`src/rtl/rf_write_scheduler.sv`:
```
// Single write-port scheduler for the 32x32 register file: merges pipeline writeback with queued
// long-latency results, tracks a busy scoreboard and raises decode stalls. Option: RF_FWD_EN.
module rf_write_scheduler #(
  parameter int unsigned DEPTH        = 2,
  parameter int unsigned STARVE_LIMIT = 4
) (
  input  logic        clk,
  input  logic        rst_n,
  input  logic        wb_valid,
  input  logic [4:0]  wb_addr,
  input  logic [31:0] wb_data,
  input  logic        lu_issue,
  input  logic [4:0]  lu_issue_addr,
  input  logic        lu_valid,
  output logic        lu_ready,
  input  logic [4:0]  lu_addr,
  input  logic [31:0] lu_data,
  input  logic [4:0]  rs1_addr,
  input  logic [4:0]  rs2_addr,
  input  logic [4:0]  rd_addr,
  output logic        stall,
  output logic        wb_hold,
`ifdef RF_FWD_EN
  output logic        fwd_a_hit,
  output logic        fwd_b_hit,
`endif
  output logic        rf_we,
  output logic [4:0]  rf_addr,
  output logic [31:0] rf_data,
  output logic [31:0] busy_vec
);

  localparam int unsigned AW = (DEPTH > 1) ? $clog2(DEPTH) : 1;
  localparam int unsigned CW = $clog2(DEPTH + 1);
  localparam int unsigned SW = $clog2(STARVE_LIMIT + 1);

  logic [4:0]    addr_mem_q [DEPTH];
  logic [31:0]   data_mem_q [DEPTH];
  logic [AW-1:0] wr_ptr_q, wr_ptr_d, rd_ptr_q, rd_ptr_d;
  logic [CW-1:0] count_q, count_d;
  logic [SW-1:0] starve_q, starve_d;
  logic          hold_q, hold_d;
  logic [31:0]   busy_q, busy_d;

  logic          empty, push, pop;
  logic [4:0]    head_addr;
  logic [31:0]   head_data;
  logic [31:0]   clr_mask, set_mask, eff_busy;

  always_comb begin
    empty     = (count_q == '0);
    lu_ready  = (count_q != CW'(DEPTH));
    push      = lu_valid & lu_ready;
    head_addr = addr_mem_q[rd_ptr_q];
    head_data = data_mem_q[rd_ptr_q];
    // A held pipeline hands the port to the FIFO head even if wb_valid is (illegally) high.
    pop       = !empty && (hold_q || !wb_valid);

    rf_addr = pop ? head_addr : wb_addr;
    rf_data = pop ? head_data : wb_data;
    rf_we   = rst_n && (pop ? (head_addr != '0) : (wb_valid && (wb_addr != '0)));

    count_d  = count_q + CW'(push) - CW'(pop);
    wr_ptr_d = wr_ptr_q + AW'(push);
    rd_ptr_d = rd_ptr_q + AW'(pop);

    starve_d = starve_q;
    if (empty || pop)
      starve_d = '0;
    else if (starve_q != SW'(STARVE_LIMIT))
      starve_d = starve_q + SW'(1);
    hold_d = (starve_d == SW'(STARVE_LIMIT));

    clr_mask = pop ? (32'b1 << head_addr) : '0;
    set_mask = (lu_issue && (lu_issue_addr != '0)) ? (32'b1 << lu_issue_addr) : '0;
    busy_d   = ((busy_q & ~clr_mask) | set_mask) & ~32'b1;

`ifdef RF_FWD_EN
    eff_busy  = busy_q & ~(rf_we ? (32'b1 << rf_addr) : 32'b0);
    fwd_a_hit = rf_we && (rf_addr == rs1_addr) && (rs1_addr != '0);
    fwd_b_hit = rf_we && (rf_addr == rs2_addr) && (rs2_addr != '0);
`else
    eff_busy  = busy_q;
`endif
    stall    = rst_n && (eff_busy[rs1_addr] || eff_busy[rs2_addr] || eff_busy[rd_addr]);
    wb_hold  = hold_q;
    busy_vec = busy_q;
  end

  always_ff @(posedge clk) begin
    if (!rst_n) begin
      wr_ptr_q <= '0;
      rd_ptr_q <= '0;
      count_q  <= '0;
      starve_q <= '0;
      hold_q   <= 1'b0;
      busy_q   <= '0;
    end else begin
      wr_ptr_q <= wr_ptr_d;
      rd_ptr_q <= rd_ptr_d;
      count_q  <= count_d;
      starve_q <= starve_d;
      hold_q   <= hold_d;
      busy_q   <= busy_d;
    end
  end

  always_ff @(posedge clk) begin
    if (push) begin
      addr_mem_q[wr_ptr_q] <= lu_addr;
      data_mem_q[wr_ptr_q] <= lu_data;
    end
  end

  a_no_wb_during_hold: assert property (@(posedge clk) disable iff (!rst_n) wb_hold |-> !wb_valid);

endmodule
```
`config.mk`:
```
export PLATFORM = sky130hd
export DESIGN_NAME = rf_write_scheduler
export DESIGN_NICKNAME = d
export VERILOG_FILES = /design/src/rtl/rf_write_scheduler.sv
export SDC_FILE = /design/constraint.sdc
export NUM_CORES = 1
export LEC_CHECK = 0
export ABC_AREA = 1
export CORE_MARGIN = 10
export CORE_UTILIZATION = 50
export CTS_CLUSTER_DIAMETER = 30
export DETAILED_ROUTE_END_ITERATION = 16
export GPL_TIMING_DRIVEN = 1
export PLACE_DENSITY = 0.83
export SLEW_MARGIN = 0
export SYNTH_ARGS = -nofsm -noshare
export SYNTH_HDL_FRONTEND = slang
export SYNTH_SLANG_ARGS = --single-unit
export TNS_END_PERCENT = 10
```
`constraint.sdc`:
```
create_clock -name clk -period 4.2 [get_ports clk]
set_clock_uncertainty 0.1 [all_clocks]
set_input_delay 1.26 -clock clk [delete_from_list [all_inputs] [get_ports clk]]
set_output_delay 1.26 -clock clk [all_outputs]
set_load 0.005 [all_outputs]
```
After elaboration in Yosys (flattened, before gate mapping). Memories as Yosys holds them, arrays and structs flattened. A register that Yosys moved wholly into a read port is not among the register bits. Index checks and enable logic that the tools add are counted.

Shift-type cells: 2. Multiplexer cells: 17. Reduce and logical (&&, ||, !) cells: 15. Bitwise logic cells: 4. Equal/unequal tests: 3. $lt $le $gt $ge: 3. Add/sub/neg operators: 5.

Operators by type and width (count): $mux 32 (3); $shl 1x5->32 const A (2); $and 32x32->32 (1); $not 32->32 (1); $or 32x32->32 (1); $lt 5x6->1 const B (3); $bmux 1 s5 (3); $reduce_bool 5->1 (3); $mux 1 (8); $mux 3 (2); $logic_and 1x1->1 (5); $mux 5 (1); $logic_or 1x1->1 (4); $add 3x1->3 const B (1); $eq 3x3->1 const B (1); $ne 3x3->1 const B (1); $add 1x1->1 (2); $add 2x1->2 (1); $logic_not 1->1 (2); $logic_not 2->1 (1); $ne 2x2->1 const B (1); $sub 2x1->2 (1); $and 1x1->1 (1).

Memories: 2. Bits in writable memories: 74. Input bits: 99. Logic and storage cells: 58. Register bits: 40. Output and inout bits: 73.

Memories: data_mem_q (words 2, bits a word 32, rd ports 1, clocked after memory_dff 1, wr ports 1, line 38) `logic [31:0] data_mem_q [DEPTH];`; addr_mem_q (words 2, bits a word 5, rd ports 1, clocked after memory_dff 1, wr ports 1, line 37) `logic [4:0] addr_mem_q [DEPTH];`.

Depth between registers and ports, before layout.
Depth after elaboration: 7. Depth in mapped cells: 13.

Worst setup path after synthesis. No wires, ideal clock.

Path kind: in2out. Start point: in rs2_addr[0]. End point: out stall. Setup slack: 705 ps. Data required time: 2840 ps. Buffers on the path: 2. Data arrival time: 2135 ps. Stages: 11. Cell sequence: buf_4 buf_2 nand2_1 nand3_1 nand3_1 nand2_1 nand2_1 nand3_1 nand2_1 nor2_1 a21oi_1.

Longest elaborated chain between the ends: 5.

Ends and longest elaborated chain: from (decl) (line 19) `input logic [4:0] rs2_addr,`; $bmux 1 s5 (line 85) `stall = rst_n && (eff_busy[rs1_addr] || eff_busy[rs2_addr] || eff_busy[rd_addr]);`; $mux 1 (implied by the code) (line 85); $logic_or 1x1->1 (2 in series) (line 85); $logic_and 1x1->1 (line 85); to (decl) (line 21) `output logic stall,`.

Every way passes these cells. The select of a mux whose other input is x is not followed.

Worst setup path in the final report.
Start point: in rs1_addr[1]. End point: out stall.

Longest elaborated chain between the ends: 5.

Ends and longest elaborated chain: from (decl) (line 18) `input logic [4:0] rs1_addr,`; $bmux 1 s5 (line 85); $mux 1 (implied by the code) (line 85); $logic_or 1x1->1 (2 in series) (line 85); $logic_and 1x1->1 (line 85).

Every way passes these cells. The select of a mux whose other input is x is not followed.

==> results.sh <==
export IMPL_status="finished clean"
export IMPL_avgSynthCellArea_sq_um=7.73
export IMPL_setup_violations=0
export IMPL_first_iter_violations=541
export IMPL_crit_start="rs1_addr[1]"
export IMPL_min_period_over_period=0.962
export IMPL_die_area_sq_um=16900
export IMPL_synth_flop_cell="edfxtp_1"
export IMPL_chipWidth_um=130
export IMPL_synth_edff_count=74
export IMPL_maxSlewHeadroom=0.640
export IMPL_ant_nets=0
export IMPL_drv_cap=0
export IMPL_first_global_vias=5864
export IMPL_cp_arrival_ns=2.68
export IMPL_nNetsFinal=1063
export IMPL_clock_sinks=114
export IMPL_rows=40
export IMPL_synthArstFlopShare=0
export IMPL_vias=5988
export IMPL_synth_area_leaders="edfxtp_1 (37%), nand2_1 (15%), dfxtp_1 (13%)"
export IMPL_rsz0062_at_grt="no"
export IMPL_dp_hpwl_um=13900
export IMPL_start_util=0.507
export IMPL_cts_buffers=17
export IMPL_final_cell_mix="nand2_1 (244), clkdlybuf4s50_1 (147), inv_1 (94)"
export IMPL_clk_pin_slew_worst_paths_ns=0.05
export IMPL_vdd_ir_drop_max_v=0.000341
export IMPL_synthCells=780
export IMPL_leakage_nw=3.45
export IMPL_fmax_ghz=0.247
export IMPL_seq_area_frac_synth=0.501
export IMPL_clockBufferDepth=2
export IMPL_crit_type="primary input to output port"
export IMPL_wl_um=19200
export IMPL_viasPerCell=5.36
export IMPL_cts_tree="yes"
export IMPL_maxSlewViolCount=0
export IMPL_wire_per_inst_um=17.2
export IMPL_worst_pin_slew_ns=0.540
export IMPL_yosys_area_top_type="edfxtp_1"
export IMPL_crit_path_end_kind="output port"
export IMPL_crit_path_start_kind="primary input"
export IMPL_total_power_mw=4.03
export IMPL_htreeDepth=4
export IMPL_gp_congestion=0.942
export IMPL_area_growth_pct=40.8
export IMPL_hold_buffers=0
export IMPL_finalCriticalPeriod_ns=4.04
export IMPL_dr_pass1_iters=5
export IMPL_hold_class="flip-flop to flip-flop"
export IMPL_crit_required_ns=2.84
export IMPL_tns_ns=0
export IMPL_antenna_found_initial=1
export IMPL_chipHeight_um=130
export IMPL_grt_ovfl_total=0
export IMPL_grt_pass1_wl_um=29600
export IMPL_ys_ff_latch=114
export IMPL_hold_start="rd_ptr_q"
export IMPL_clock_latency_ns=0.41
export IMPL_ios=172
export IMPL_yosys_area_top_type_share=0.368
export IMPL_power_density_nw_per_um2=474
export IMPL_synth_warnings=0
export IMPL_syn_num_nets=885
export IMPL_portBuffers=170
export IMPL_root_buffer="clkbuf_16"
export IMPL_track_usage=0.224
export IMPL_netlist_area_sq_um=6030
export IMPL_cp_max_fo=8
export IMPL_drive_above_1_share=0.0784
export IMPL_grt_max_degree=51
export IMPL_core_sq_um=11900
export IMPL_hold_viol_final=0
export IMPL_drcViolationCount=0
export IMPL_timing_final_ws_setup_ns=0.159
export IMPL_ys_types=31
export IMPL_place_worst_setup_slack_ns=-0.356
export IMPL_mostFrequentLayoutCell="nand2_1"
## critical path, cell delays in order
cell	delay [ns]
clkdlybuf4s50_1	0.43
inv_1	0.23
nand3_1	0.11
nand3_1	0.09
nand3_1	0.08
nand3_1	0.09
nand2_1	0.07
nor2_1	0.13
a21oi_1	0.08
clkbuf_2	0.12
## layer usage
| layer | wire, um | global-route usage | vias up | part of all wire |
|---|---|---|---|---|
| li1 | - | - | 2911 | - |
| met1 | 6990 | 0.247 | 2704 | 0.36 |
| met2 | 9530 | 0.379 | 308 | 0.50 |
| met3 | 2040 | 0.0771 | 65 | 0.11 |
| met4 | 681 | 0.110 | 0 | 0.035 |
| met5 | 0 | 0 | - | 0 |
## sequential cells by signal, summed over array words and instances (netlist names), named ones only
register and cells:
data_mem_q 64, count_q 2, wr_ptr_q 1, starve_q 3, addr_mem_q 10, wb_hold 1
rd_ptr_q 1, busy_vec 31
## final timing paths
| kind | endpoint | slack [ns] | cells past startpoint |
|---|---|---|---|
| min reg2reg | flip-flop | 0.38 | 2 |
| max | stall | 0.16 | 10 |
| max reg2reg | busy_vec[7] | 2.03 | 8 |
| min | flip-flop | 0.38 | 2 |
## what timing repair did
item | in CTS | in global routing
pin swaps | 0 | 1
gates resized for setup | 28 | 6
buffers inserted | 0 | 1
endpoints found under the setup margin | 39 | 1
gates cloned | 0 | 1
## layout make-up
| type | instances | area (sq um) |
|---|---|---|
| multi-input cells | 526 | 2400 |
| inverters | 103 | 397 |
| well taps | 147 | 184 |
| flip-flops and latches | 114 | 3020 |
| fillers | 904 | 3420 |
| clock buffers | 18 | 429 |
| clock inverters | 13 | 163 |
| diodes | 1 | 2.50 |
| repair buffers | 196 | 1900 |
## Yosys cell counts, types with 7 or more instances
cell	number
a21oi_1	38
inv_2	7
o21ai_1	59
o21ai_0	43
nand3_1	87
edfxtp_1	74
clkbuf_1	10
inv_1	94
dfxtp_1	40
buf_6	7
nor2_1	31
buf_2	15
nand2_1	244
## power by group
group          internal [mW]  switching (mW)
Clock                  0.928           0.501
Combinational          0.497           0.670
Sequential              1.36          0.0667
## metrics by stage
step | util | instance area (sq um) | std cells | hold WS, ns
final | 0.713 | 8490 | 1118 | 0.383
after floorplan | - | 6030 | 780 | 0.344
after global routing | 0.713 | 8490 | 1118 | 0.415
after global placement | 0.662 | 7890 | 1084 | 0.349
after CTS | 0.711 | 8470 | 1115 | 0.385
after detailed placement | 0.662 | 7890 | 1084 | 0.368
## kinds of logic (layout without fill, tap and decap cells)
logic type      Yosys count  after routing  share of synthesized area
compound gates          145            145                      0.127
xor+xnor                  2              2                    0.00290
fa+ha+maj                 6              6                     0.0124
buf+inv                 140            330                      0.102
flops                   114            114                      0.501
mux                       1              1                    0.00166
other cells               1              2                   0.000622
simple gates            371            371                      0.252
(Power assumes the default switching activity.)
